===== config.mk =====
export PLATFORM = sky130hd
export DESIGN_NAME = isdft
export DESIGN_NICKNAME = d
export VERILOG_FILES = /design/src/rtl/isdft_pkg.sv /design/src/rtl/isdft_sat.sv /design/src/rtl/isdft.sv
export SDC_FILE = /design/constraint.sdc
export NUM_CORES = 1
export LEC_CHECK = 0
export CAP_MARGIN = 20
export CELL_PAD_IN_SITES_DETAIL_PLACEMENT = 1
export CELL_PAD_IN_SITES_GLOBAL_PLACEMENT = 1
export CORE_MARGIN = 1.5
export CORE_UTILIZATION = 30
export CTS_CLUSTER_DIAMETER = 100
export DETAILED_ROUTE_END_ITERATION = 10
export PLACE_DENSITY_LB_ADDON = 0.15
export REMOVE_ABC_BUFFERS = 1
export SLEW_MARGIN = 30
export SYNTH_ARGS = -nofsm -noshare
export SYNTH_HDL_FRONTEND = slang
export SYNTH_HIERARCHICAL = 1
export SYNTH_SLANG_ARGS = --single-unit

===== constraint.sdc =====
create_clock -name clk_i -period 6.7 [get_ports clk_i]
set_clock_uncertainty 0.1 [all_clocks]
set_input_delay 1.675 -clock clk_i [delete_from_list [all_inputs] [get_ports clk_i]]
set_output_delay 1.675 -clock clk_i [all_outputs]
set_load 0.01 [all_outputs]

===== src/rtl/isdft_pkg.sv =====
// isdft_pkg
//   Shared definitions for the isdft block: the controller state encoding and
//   the helpers that size the bin counter's terminal value and the
//   accumulator width from the block parameters.
package isdft_pkg;

    typedef enum logic [1:0] {
        ST_IDLE = 2'd0,
        ST_ACC  = 2'd1,
        ST_EMIT = 2'd2
    } isdft_state_t;

    // Index of the final bin of a block.
    function automatic int isdft_last(input int n, input bit half);
        return half ? (n / 2 - 1) : (n - 1);
    endfunction

    // Signed accumulator width. log2(n) growth covers n full-scale bins, and
    // the extra bit absorbs the x2 weighting applied in half-spectrum mode.
    function automatic int isdft_acc_w(input int idw, input int n);
        return idw + $clog2(n) + 1;
    endfunction

endpackage


===== src/rtl/isdft_sat.sv =====
// isdft_sat
//   Combinational signed saturation from IW bits down to OW bits (OW < IW).
//   Ports:
//     i_data  signed IW-bit value to clip
//     o_data  signed OW-bit clipped value
//     o_clip  high when i_data does not fit in OW bits
module isdft_sat #(
    parameter int IW = 24,
    parameter int OW = 16
) (
    input  logic signed [IW-1:0] i_data,
    output logic signed [OW-1:0] o_data,
    output logic                 o_clip
);

    logic w_sign;
    logic w_fits;

    assign w_sign = i_data[IW-1];

    // The value fits when every bit from OW-1 upward is a copy of the sign.
    assign w_fits = (i_data[IW-1:OW-1] == {(IW-OW+1){w_sign}});

    always_comb begin
        o_clip = !w_fits;
        if (w_fits) begin
            o_data = i_data[OW-1:0];
        end else if (w_sign) begin
            o_data = {1'b1, {(OW-1){1'b0}}};
        end else begin
            o_data = {1'b0, {(OW-1){1'b1}}};
        end
    end

endmodule


===== src/rtl/isdft.sv =====
// isdft
//   Reduced inverse DFT that reconstructs the time-domain sample at n = 0
//   from one block of frequency bins: x = floor(sum(w_k * Re(X_k)) / N),
//   where w_k = 1 in full-spectrum mode, and in half-spectrum mode w_0 = 1 and
//   w_k = 2 for k >= 1 (the Nyquist bin is absent). The result is saturated
//   to DW bits.
//
//   state | meaning
//   IDLE  | waiting for a beat with sob_i
//   ACC   | accumulating bins, r_cnt holds the index of the next bin
//   EMIT  | output cycle; a new block may already start here
//
//   Ports:
//     clk_i        clock
//     arst_n_i     asynchronous active-low reset
//     data_i       bin, {imag, real} when IMAG_EN, real in [IDW-1:0]
//     valid_i      bin qualifier
//     sob_i        first bin of a block (with valid_i)
//     eob_i        last bin of a block (with valid_i)
//     data_o       reconstructed sample, held until the next valid_o
//     valid_o      one-cycle pulse with a new data_o
//     err_o        one-cycle pulse on a framing violation
//     sat_alarm_o  one-cycle pulse with valid_o when data_o was clipped
module isdft
    import isdft_pkg::*;
#(
    parameter int N        = 4096,
    parameter int IDW      = 32,
    parameter int DW       = 16,
    parameter int IMAG_EN  = 1,
    parameter     SPECTRUM = "full"
) (
    input  logic                                    clk_i,
    input  logic                                    arst_n_i,
    input  logic [(IMAG_EN != 0 ? 2*IDW : IDW)-1:0] data_i,
    input  logic                                    valid_i,
    input  logic                                    sob_i,
    input  logic                                    eob_i,
    output logic [DW-1:0]                           data_o,
    output logic                                    valid_o,
    output logic                                    err_o,
    output logic                                    sat_alarm_o
);

    localparam int              DIW    = (IMAG_EN != 0) ? 2*IDW : IDW;
    localparam bit              HALF   = (SPECTRUM == "half");
    localparam int              LOG2N  = $clog2(N);
    localparam int              CW     = LOG2N;
    localparam int              ACCW   = isdft_acc_w(IDW, N);
    localparam logic [CW-1:0]   LAST_C = CW'(isdft_last(N, HALF));

    isdft_state_t            r_state;
    logic signed [ACCW-1:0]  r_acc;
    logic [CW-1:0]           r_cnt;
    logic [DW-1:0]           r_data;
    logic                    r_valid;
    logic                    r_err;
    logic                    r_sat;

    logic signed [ACCW-1:0]  w_bin_ext;
    logic signed [ACCW-1:0]  w_bin_wt;
    logic signed [ACCW-1:0]  w_acc_next;
    logic signed [ACCW-1:0]  w_scaled;
    logic signed [DW-1:0]    w_sat;
    logic                    w_clip;

    // The imaginary half of the input word plays no part in x[0].
    generate
        if (IMAG_EN != 0) begin : g_imag
            logic w_unused_imag;
            assign w_unused_imag = ^data_i[DIW-1:IDW];
        end
    endgenerate

    assign w_bin_ext  = {{(ACCW-IDW){data_i[IDW-1]}}, data_i[IDW-1:0]};

    // Every bin reaching the adder has index >= 1 (bin 0 is loaded directly),
    // so in half mode the x2 weight applies unconditionally here.
    assign w_bin_wt   = HALF ? (w_bin_ext <<< 1) : w_bin_ext;
    assign w_acc_next = r_acc + w_bin_wt;

    // Arithmetic shift = divide by N rounding toward minus infinity.
    assign w_scaled   = w_acc_next >>> LOG2N;

    isdft_sat #(
        .IW (ACCW),
        .OW (DW)
    ) u_sat (
        .i_data (w_scaled),
        .o_data (w_sat),
        .o_clip (w_clip)
    );

    always_ff @(posedge clk_i or negedge arst_n_i) begin
        if (!arst_n_i) begin
            r_state <= ST_IDLE;
            r_acc   <= '0;
            r_cnt   <= '0;
            r_data  <= '0;
            r_valid <= 1'b0;
            r_err   <= 1'b0;
            r_sat   <= 1'b0;
        end else begin
            r_valid <= 1'b0;
            r_err   <= 1'b0;
            r_sat   <= 1'b0;
            case (r_state)
                // EMIT only differs from IDLE in that valid_o is high; it
                // accepts a new sob so back-to-back blocks lose nothing.
                ST_IDLE, ST_EMIT: begin
                    r_state <= ST_IDLE;
                    if (valid_i) begin
                        if (sob_i && !eob_i) begin
                            r_acc   <= w_bin_ext;
                            r_cnt   <= CW'(1);
                            r_state <= ST_ACC;
                        end else begin
                            // stray beat, or sob+eob (a premature eob)
                            r_err <= 1'b1;
                        end
                    end
                end
                ST_ACC: begin
                    if (valid_i) begin
                        if (sob_i && !eob_i) begin
                            r_err <= 1'b1;
                            r_acc <= w_bin_ext;
                            r_cnt <= CW'(1);
                        end else if (eob_i && !sob_i && (r_cnt == LAST_C)) begin
                            r_data  <= w_sat;
                            r_valid <= 1'b1;
                            r_sat   <= w_clip;
                            r_state <= ST_EMIT;
                        end else if (eob_i || (r_cnt == LAST_C)) begin
                            r_err   <= 1'b1;
                            r_acc   <= '0;
                            r_cnt   <= '0;
                            r_state <= ST_IDLE;
                        end else begin
                            r_acc <= w_acc_next;
                            r_cnt <= r_cnt + CW'(1);
                        end
                    end
                end
                default: begin
                    r_state <= ST_IDLE;
                end
            endcase
        end
    end

    assign data_o      = r_data;
    assign valid_o     = r_valid;
    assign err_o       = r_err;
    assign sat_alarm_o = r_sat;

endmodule


-- Word level (Yosys, flattened, before mapping)
Index checks and enable logic that the tools add are counted.
- flip-flop bits (word level): 78
- bits of input ports: 69
- output and inout bits: 19
- word-level logic and storage cells: 71
- $add $sub $neg: 2
- eq/ne operators: 10
- muxes and demuxes: 38
- bitwise logic cells: 1
- reductions and logical operators: 13
- operators with widths (kind ; number):
    $mux 45 ; 6
    $pmux 45 s2 ; 1
    $mux 12 ; 6
    $add 45x32->45 ; 1
    $mux 16 ; 2
    $pmux 12 s2 ; 1
    $eq 17x17->1 ; 1
    $mux 1 ; 16
    $add 12x1->12 const B ; 1
    $eq 12x12->1 const B ; 1
    $mux 2 ; 4
    $ne 2x2->1 const B ; 4
    $ne 3x3->1 const B ; 2
    $reduce_and 5->1 ; 1
    $pmux 2 s2 ; 1
    $reduce_and 4->1 ; 1
    $logic_and 1x1->1 ; 3
    $logic_not 1->1 ; 3
    $reduce_and 3->1 ; 1
    $eq 2x1->1 const B ; 1
    $eq 2x2->1 const B ; 1
    $logic_not 2->1 ; 1
    $pmux 1 s2 ; 1
    $reduce_bool 2->1 ; 1
    other kinds (3) ; 3

-- Longest topological paths before layout
- word-level depth: 7
- mapped depth: 20

-- By module
The synthesis kept the hierarchy.
- by module, submodules not included (module ; times used ; cells each ; area an instance (µm²)):
    isdft ; 1 ; 726 ; 6130.9
    isdft_sat ; 1 ; 63 ; 410.4

-- Worst setup path before layout
Ideal clock, no wire load.
- path type: input -> register
- start: input port data_i[0] in the netlist's numbering
- end: register r_data[10] (netlist: data_o[10])
- data arrival time: 6.830 ns
- data required time: 6.475 ns
- slack: -0.355 ns
- stages on the path: 20
- path buffers: 2
- cells stage by stage: ha_1 inv_1 fa_1 nor2b_1 o2111ai_1 a2111oi_2 o21bai_1 a211oi_1 nor2_1 o31ai_2 xnor2_1 xnor2_1 buf_2 nand3_1 nor3_1 a31oi_1 nor4_4 buf_6 mux2i_1 mux2_2
- cells in the longest elaborated chain, start to end: 3
- RTL lines (item ; line ; source):
    from (decl) ; isdft.sv:35 ; input logic [(IMAG_EN != 0 ? 2*IDW : IDW)-1:0] data_i,
    $add 45x32->45 (*) ; isdft.sv:80 ; assign w_acc_next = r_acc + w_bin_wt;
    net w_acc_next[44] ; isdft.sv:62 ; logic signed [ACCW-1:0] w_acc_next;
    $eq 17x17->1 / $mux 16 (equally long branches) ; isdft_sat.sv:22, isdft_sat.sv:28 ;
    $mux 16 (*) ; isdft_sat.sv:26 ; if (w_fits) begin
    net w_sat[10] ; isdft.sv:64 ; logic signed [DW-1:0] w_sat;
    to (signal assigned) ; isdft.sv:130 ; r_data <= w_sat;
    to (decl) ; isdft.sv:55 ; logic [DW-1:0] r_data;
Mark *: on every way through the listed nets, which the timed path passes. The rest lies on a longest branch.
A chain may end at the register's enable or synchronous reset.

-- Worst setup path after layout
- start: input port data_i[1] in the netlist's numbering
- end: register r_data[3] (netlist: data_o[3])
The elaborated chain is that of the path after synthesis.

==> impl_results.html <==
<table>
<tr><th>Metric</th><th>Value</th></tr>
<tr><th colspan="2">Detailed routing</th></tr>
<tr><td>Via count</td><td>6248</td></tr>
<tr><td>TritonRoute pass-1 iters</td><td>4</td></tr>
<tr><td>DRC marker count from the first detailed-route iteration</td><td>267</td></tr>
<tr><td>Total wire length</td><td>21000 microns</td></tr>
<tr><td>Drt drc</td><td>0</td></tr>
<tr><td>Routed wire per std cell</td><td>around 19 microns</td></tr>
<tr><td>Via-to-Cell Ratio</td><td>5.55</td></tr>
<tr><td>Post-route antenna net violation count</td><td>0</td></tr>
<tr><th colspan="2">Clocking</th></tr>
<tr><td>TritonCTS clock tree</td><td>yes</td></tr>
<tr><td>Sink Count</td><td>78</td></tr>
<tr><td>Clock transition time at the flip-flop clock pins of the worst setup and hold paths</td><td>0.06 ns</td></tr>
<tr><td>Inserted Clock Buffers</td><td>9</td></tr>
<tr><td>Buffer levels on the longest clock path</td><td>2</td></tr>
<tr><td>Later-pin clock latency in the skew report</td><td>~0.35 ns</td></tr>
<tr><td>Clock tree root buffer cell</td><td>sky130_fd_sc_hd__clkbuf_16</td></tr>
<tr><td>Number of H-tree branching levels</td><td>3</td></tr>
<tr><th colspan="2">GRT</th></tr>
<tr><td>Via count of the first global-routing pass</td><td>6717</td></tr>
<tr><td>Overflow left after global routing</td><td>0</td></tr>
<tr><td>Pin count of the biggest net entering global routing</td><td>79</td></tr>
<tr><td>Overall fraction of global-route tracks in use</td><td>19.1%</td></tr>
<tr><td>Antenna violations before repair</td><td>0</td></tr>
<tr><td>Global-route wire length before repair</td><td>34100 microns</td></tr>
<tr><th colspan="2">Power</th></tr>
<tr><td>Worst-case vdd ir drop</td><td>roughly 0.00012 V</td></tr>
<tr><td>Power Dens Cells</td><td>340 mW/mm^2</td></tr>
<tr><td>Standby leakage power</td><td>about 3.4 nW</td></tr>
<tr><th colspan="2">Logic synthesis</th></tr>
<tr><td>Proportion of synthesized area in mux cells</td><td>under 10%</td></tr>
<tr><td>Post-synthesis share of cell area spent on and, or, nand and nor gates</td><td>about a fifth</td></tr>
<tr><td>Synth Area in Compound Gates</td><td>23.7%</td></tr>
<tr><td>Top post-synthesis cells by count</td><td>sky130_fd_sc_hd__nor2_1 (101), sky130_fd_sc_hd__dfrtp_1 (78), sky130_fd_sc_hd__nand2_1 (53), sky130_fd_sc_hd__a21oi_1 (51), sky130_fd_sc_hd__ha_1 (45)</td></tr>
<tr><td>Number of enable flip-flop cells after synthesis</td><td>0</td></tr>
<tr><td>Synth area leaders</td><td>sky130_fd_sc_hd__dfrtp_1 (30%), sky130_fd_sc_hd__ha_1 (8.6%), sky130_fd_sc_hd__nor2_1 (5.8%)</td></tr>
<tr><td>Share of the yosys chip area belonging to registers</td><td>29.8%</td></tr>
<tr><td>Synthesized-area fraction occupied by adder cells</td><td>8.91%</td></tr>
<tr><td>Post-synthesis instance total</td><td>789</td></tr>
<tr><td>Largest family of logic cells by synthesized area</td><td>compound AO/OA/AOI/OAI gates</td></tr>
<tr><td>Synthesis Warnings</td><td>6</td></tr>
<tr><td>Synth Area per Inst</td><td>8.29 sq um</td></tr>
<tr><td>Share of flip-flops with an asynchronous set or reset after synthesis</td><td>100%</td></tr>
<tr><td>Synthesized flop and latch total</td><td>78</td></tr>
<tr><td>Flip-flop cell with the highest count after synthesis</td><td>sky130_fd_sc_hd__dfrtp_1</td></tr>
<tr><td>Xor/xnor share of the synthesized area</td><td>6.03%</td></tr>
<tr><td>Cell with the most instances after synthesis</td><td>sky130_fd_sc_hd__nor2_1</td></tr>
<tr><td>Top cell type's share of synthesized area</td><td>29.8%</td></tr>
<tr><td>Area of the mapped netlist</td><td>0.00654 sq mm</td></tr>
<tr><td>Leading area contributor after synthesis</td><td>sky130_fd_sc_hd__dfrtp_1</td></tr>
<tr><td>Count of unique library cells instantiated by Yosys</td><td>71</td></tr>
<tr><th colspan="2">Finish</th></tr>
<tr><td>Finished Cell Area</td><td>a little over 0.008 sq mm</td></tr>
<tr><td>Layout Area Growth over Synthesis</td><td>23.2%</td></tr>
<tr><td>NumNets Final</td><td>960</td></tr>
<tr><td>Share of post-route cells with drive strength above 1</td><td>11.9%</td></tr>
<tr><td>Final instance count without filler cells</td><td>1125</td></tr>
<tr><td>Diode count</td><td>0</td></tr>
<tr><th colspan="2">STA</th></tr>
<tr><td>Unrepaired setup endpoints after global routing</td><td>no</td></tr>
<tr><td>Final setup TNS</td><td>0 ns</td></tr>
<tr><td>Minimum clock period after layout</td><td>6.51 ns</td></tr>
<tr><td>Max Slew Vio Count</td><td>0</td></tr>
<tr><td>Post-route clock period utilization</td><td>97.2%</td></tr>
<tr><td>Final number of hold-violating endpoints</td><td>0</td></tr>
<tr><td>Setup violators final</td><td>0</td></tr>
<tr><td>Worst Slack Setup Final</td><td>~0.19 ns</td></tr>
<tr><td>Maximum frequency from static timing analysis</td><td>around 150 MHz</td></tr>
<tr><td>Slew at the pin closest to its max-slew limit</td><td>around 0.78 ns</td></tr>
<tr><td>Worst slew margin</td><td>47.9%</td></tr>
<tr><th colspan="2">Placement</th></tr>
<tr><td>Buffers on Ports</td><td>55</td></tr>
<tr><td>Count of placed standard cells including taps</td><td>1103</td></tr>
<tr><td>Placed Area</td><td>0.00754 sq mm</td></tr>
<tr><td>DPL Wire Length</td><td>15100 microns</td></tr>
<tr><td>Post-Place Setup Slack</td><td>-0.433 ns</td></tr>
<tr><td>Placer congestion estimate</td><td>0.861</td></tr>
<tr><th colspan="2">Critical path</th></tr>
<tr><td>Longest individual stage delay on the worst path</td><td>0.48 ns</td></tr>
<tr><td>CP endpoint kind</td><td>flop</td></tr>
<tr><td>Arrival time at the worst endpoint</td><td>6.65 ns</td></tr>
<tr><td>Most Frequent Cell on Critical Path</td><td>sky130_fd_sc_hd__buf_4</td></tr>
<tr><td>Category of the worst setup path launch point</td><td>input port</td></tr>
<tr><td>Worst endpoint required time</td><td>between 6 and 7 ns</td></tr>
<tr><td>Critical-path top delay cell</td><td>sky130_fd_sc_hd__clkdlybuf4s50_1</td></tr>
<tr><td>Type of the worst setup path</td><td>in -&gt; reg</td></tr>
<tr><td>Highest fanout seen on the critical path</td><td>8</td></tr>
<tr><td>Launch point of the critical path</td><td>data_i[1]</td></tr>
<tr><td>Reg-to-reg startpoint</td><td>r_acc[0]$_DFFE_PN0P_</td></tr>
<tr><td>Series of cell instances along the critical path</td><td>clkdlybuf4s50_1 &gt; inv_1 &gt; fa_2 &gt; nor2b_4 &gt; o2111ai_4 &gt; a2111oi_4 &gt; o21bai_2 &gt; a211oi_2 &gt; buf_4 &gt; nor2_1 &gt; o31ai_2 &gt; xnor2_1 &gt; xnor2_2 &gt; buf_12 &gt; buf_8 &gt; nand4_1 &gt; nor3_2 &gt; a31oi_4 &gt; nor4_4 &gt; buf_4 &gt; clkbuf_16 &gt; mux2i_1 &gt; mux2_2</td></tr>
<tr><th colspan="2">Die</th></tr>
<tr><td>Die outline width</td><td>approximately 150 microns</td></tr>
<tr><td>Effective utilization at floorplan</td><td>30.8%</td></tr>
<tr><td>Area of the core</td><td>0.0212 sq mm</td></tr>
<tr><td>Die span in y</td><td>between 150 and 200 microns</td></tr>
<tr><td>Number of I/O pins</td><td>88</td></tr>
<tr><td>Number of cell rows</td><td>53</td></tr>
<tr><td>Area enclosed by the die boundary</td><td>about 0.023 sq mm</td></tr>
<tr><th colspan="2">Hold path</th></tr>
<tr><td>Hold Path Class</td><td>reg -&gt; reg</td></tr>
<tr><td>Hold Crit Start</td><td>r_acc[22]$_DFFE_PN0P_</td></tr>
<tr><th colspan="2">Status</th></tr>
<tr><td>Result of the run</td><td>finished, final reports clean</td></tr>
<tr><th colspan="2">Run</th></tr>
<tr><td>Maximum Capacitance Violations</td><td>0</td></tr>
</table>
==> what timing repair did <==
action                     4_1_cts  5_1_grt
gates resized for setup          0       18
pin swaps                        2       12
setup buffers                    1        3
cloned                           0        2
hold buffers                     0        0
setup endpoints to repair       15       16
==> routing by layer <==
metal | routed length, microns | GRT usage, % | part of all wire [%]
met1 | 9400 | 23.3 | 45
met2 | 10700 | 34.1 | 51
met3 | 618 | 3.03 | 2.9
met4 | 333 | 6.07 | 1.6
met5 | 0 | 0 | 0
==> worst paths after layout <==
path,to,slack (ns),cells past startpoint
worst min register to register,r_acc[22]$_DFFE_PN0P_,0.40,2
worst max-delay path,data_o[3]$_DFFE_PN0P_,0.19,23
min in group asynchronous,r_acc[6]$_DFFE_PN0P_,1.28,1
worst max register to register,data_o[3]$_DFFE_PN0P_,1.39,23
worst min-delay path,r_acc[22]$_DFFE_PN0P_,0.40,2
max in group asynchronous,r_acc[40]$_DFFE_PN0P_,4.69,1
==> logic make-up after synthesis <==
logic type               after synthesis
AND/OR/NAND/NOR                      282
AO/OA/AOI/OAI                        223
buffers and inverters                 82
flip-flops                            78
adder cells (fa/ha/maj)               46
XOR/XNOR                              45
multiplexers                          33
==> power breakdown <==
group,switching (mW),internal (mW)
registers,0.0533,0.551
clock network,0.217,0.366
logic,0.911,0.639
total,1.18,1.56
==> state kept, by name, summed over array words and instances, names as in the netlist <==
register and count:
r_acc 45, data_o 16, r_cnt 12, r_state 2, err_o 1, sat_alarm_o 1, valid_o 1
==> critical path: cells and delay by family <==
family | cells | cell delay, ns
AOI/OAI and AO/OA | 6 | 1.47
buffers and inverters | 7 | 1.36
and+or+nand+nor | 5 | 0.84
xor gates and xnor gates | 2 | 0.55
adders and majority gates | 1 | 0.39
muxes | 2 | 0.34
==> cell type report <==
type	instances	area, sq um
fill	2505	13200
inverter	36	135
clock buffer	11	233
clock inverter	5	106
sequential	78	1950
tap	275	344
multi-input combinational	629	4380
timing repair buffer	91	905
==> cell usage in the layout, fill, tap and decap left out, drive strengths merged, types with 19 or more instances in the layout <==
cell type,count
a21oi,51
nor2,101
nand2,53
o21ai,42
dfrtp,78
inv,37
buf,35
nand3,26
xnor2,29
nand4,19
nor3,21
a221oi,29
a21o,24
ha,45
clkdlybuf4s50,53
==> per-stage QoR <==
step	power (mW)	utilization, %	hold slack (ns)
after floorplan	1.61	-	0.354
after global placement	2.02	35.5	0.373
after detailed placement	2.07	35.5	0.390
after CTS	2.67	37.2	0.404
after global routing	2.96	38.0	0.420
final	2.74	38.0	0.398
Note: power is estimated with default switching activity, not from simulation.
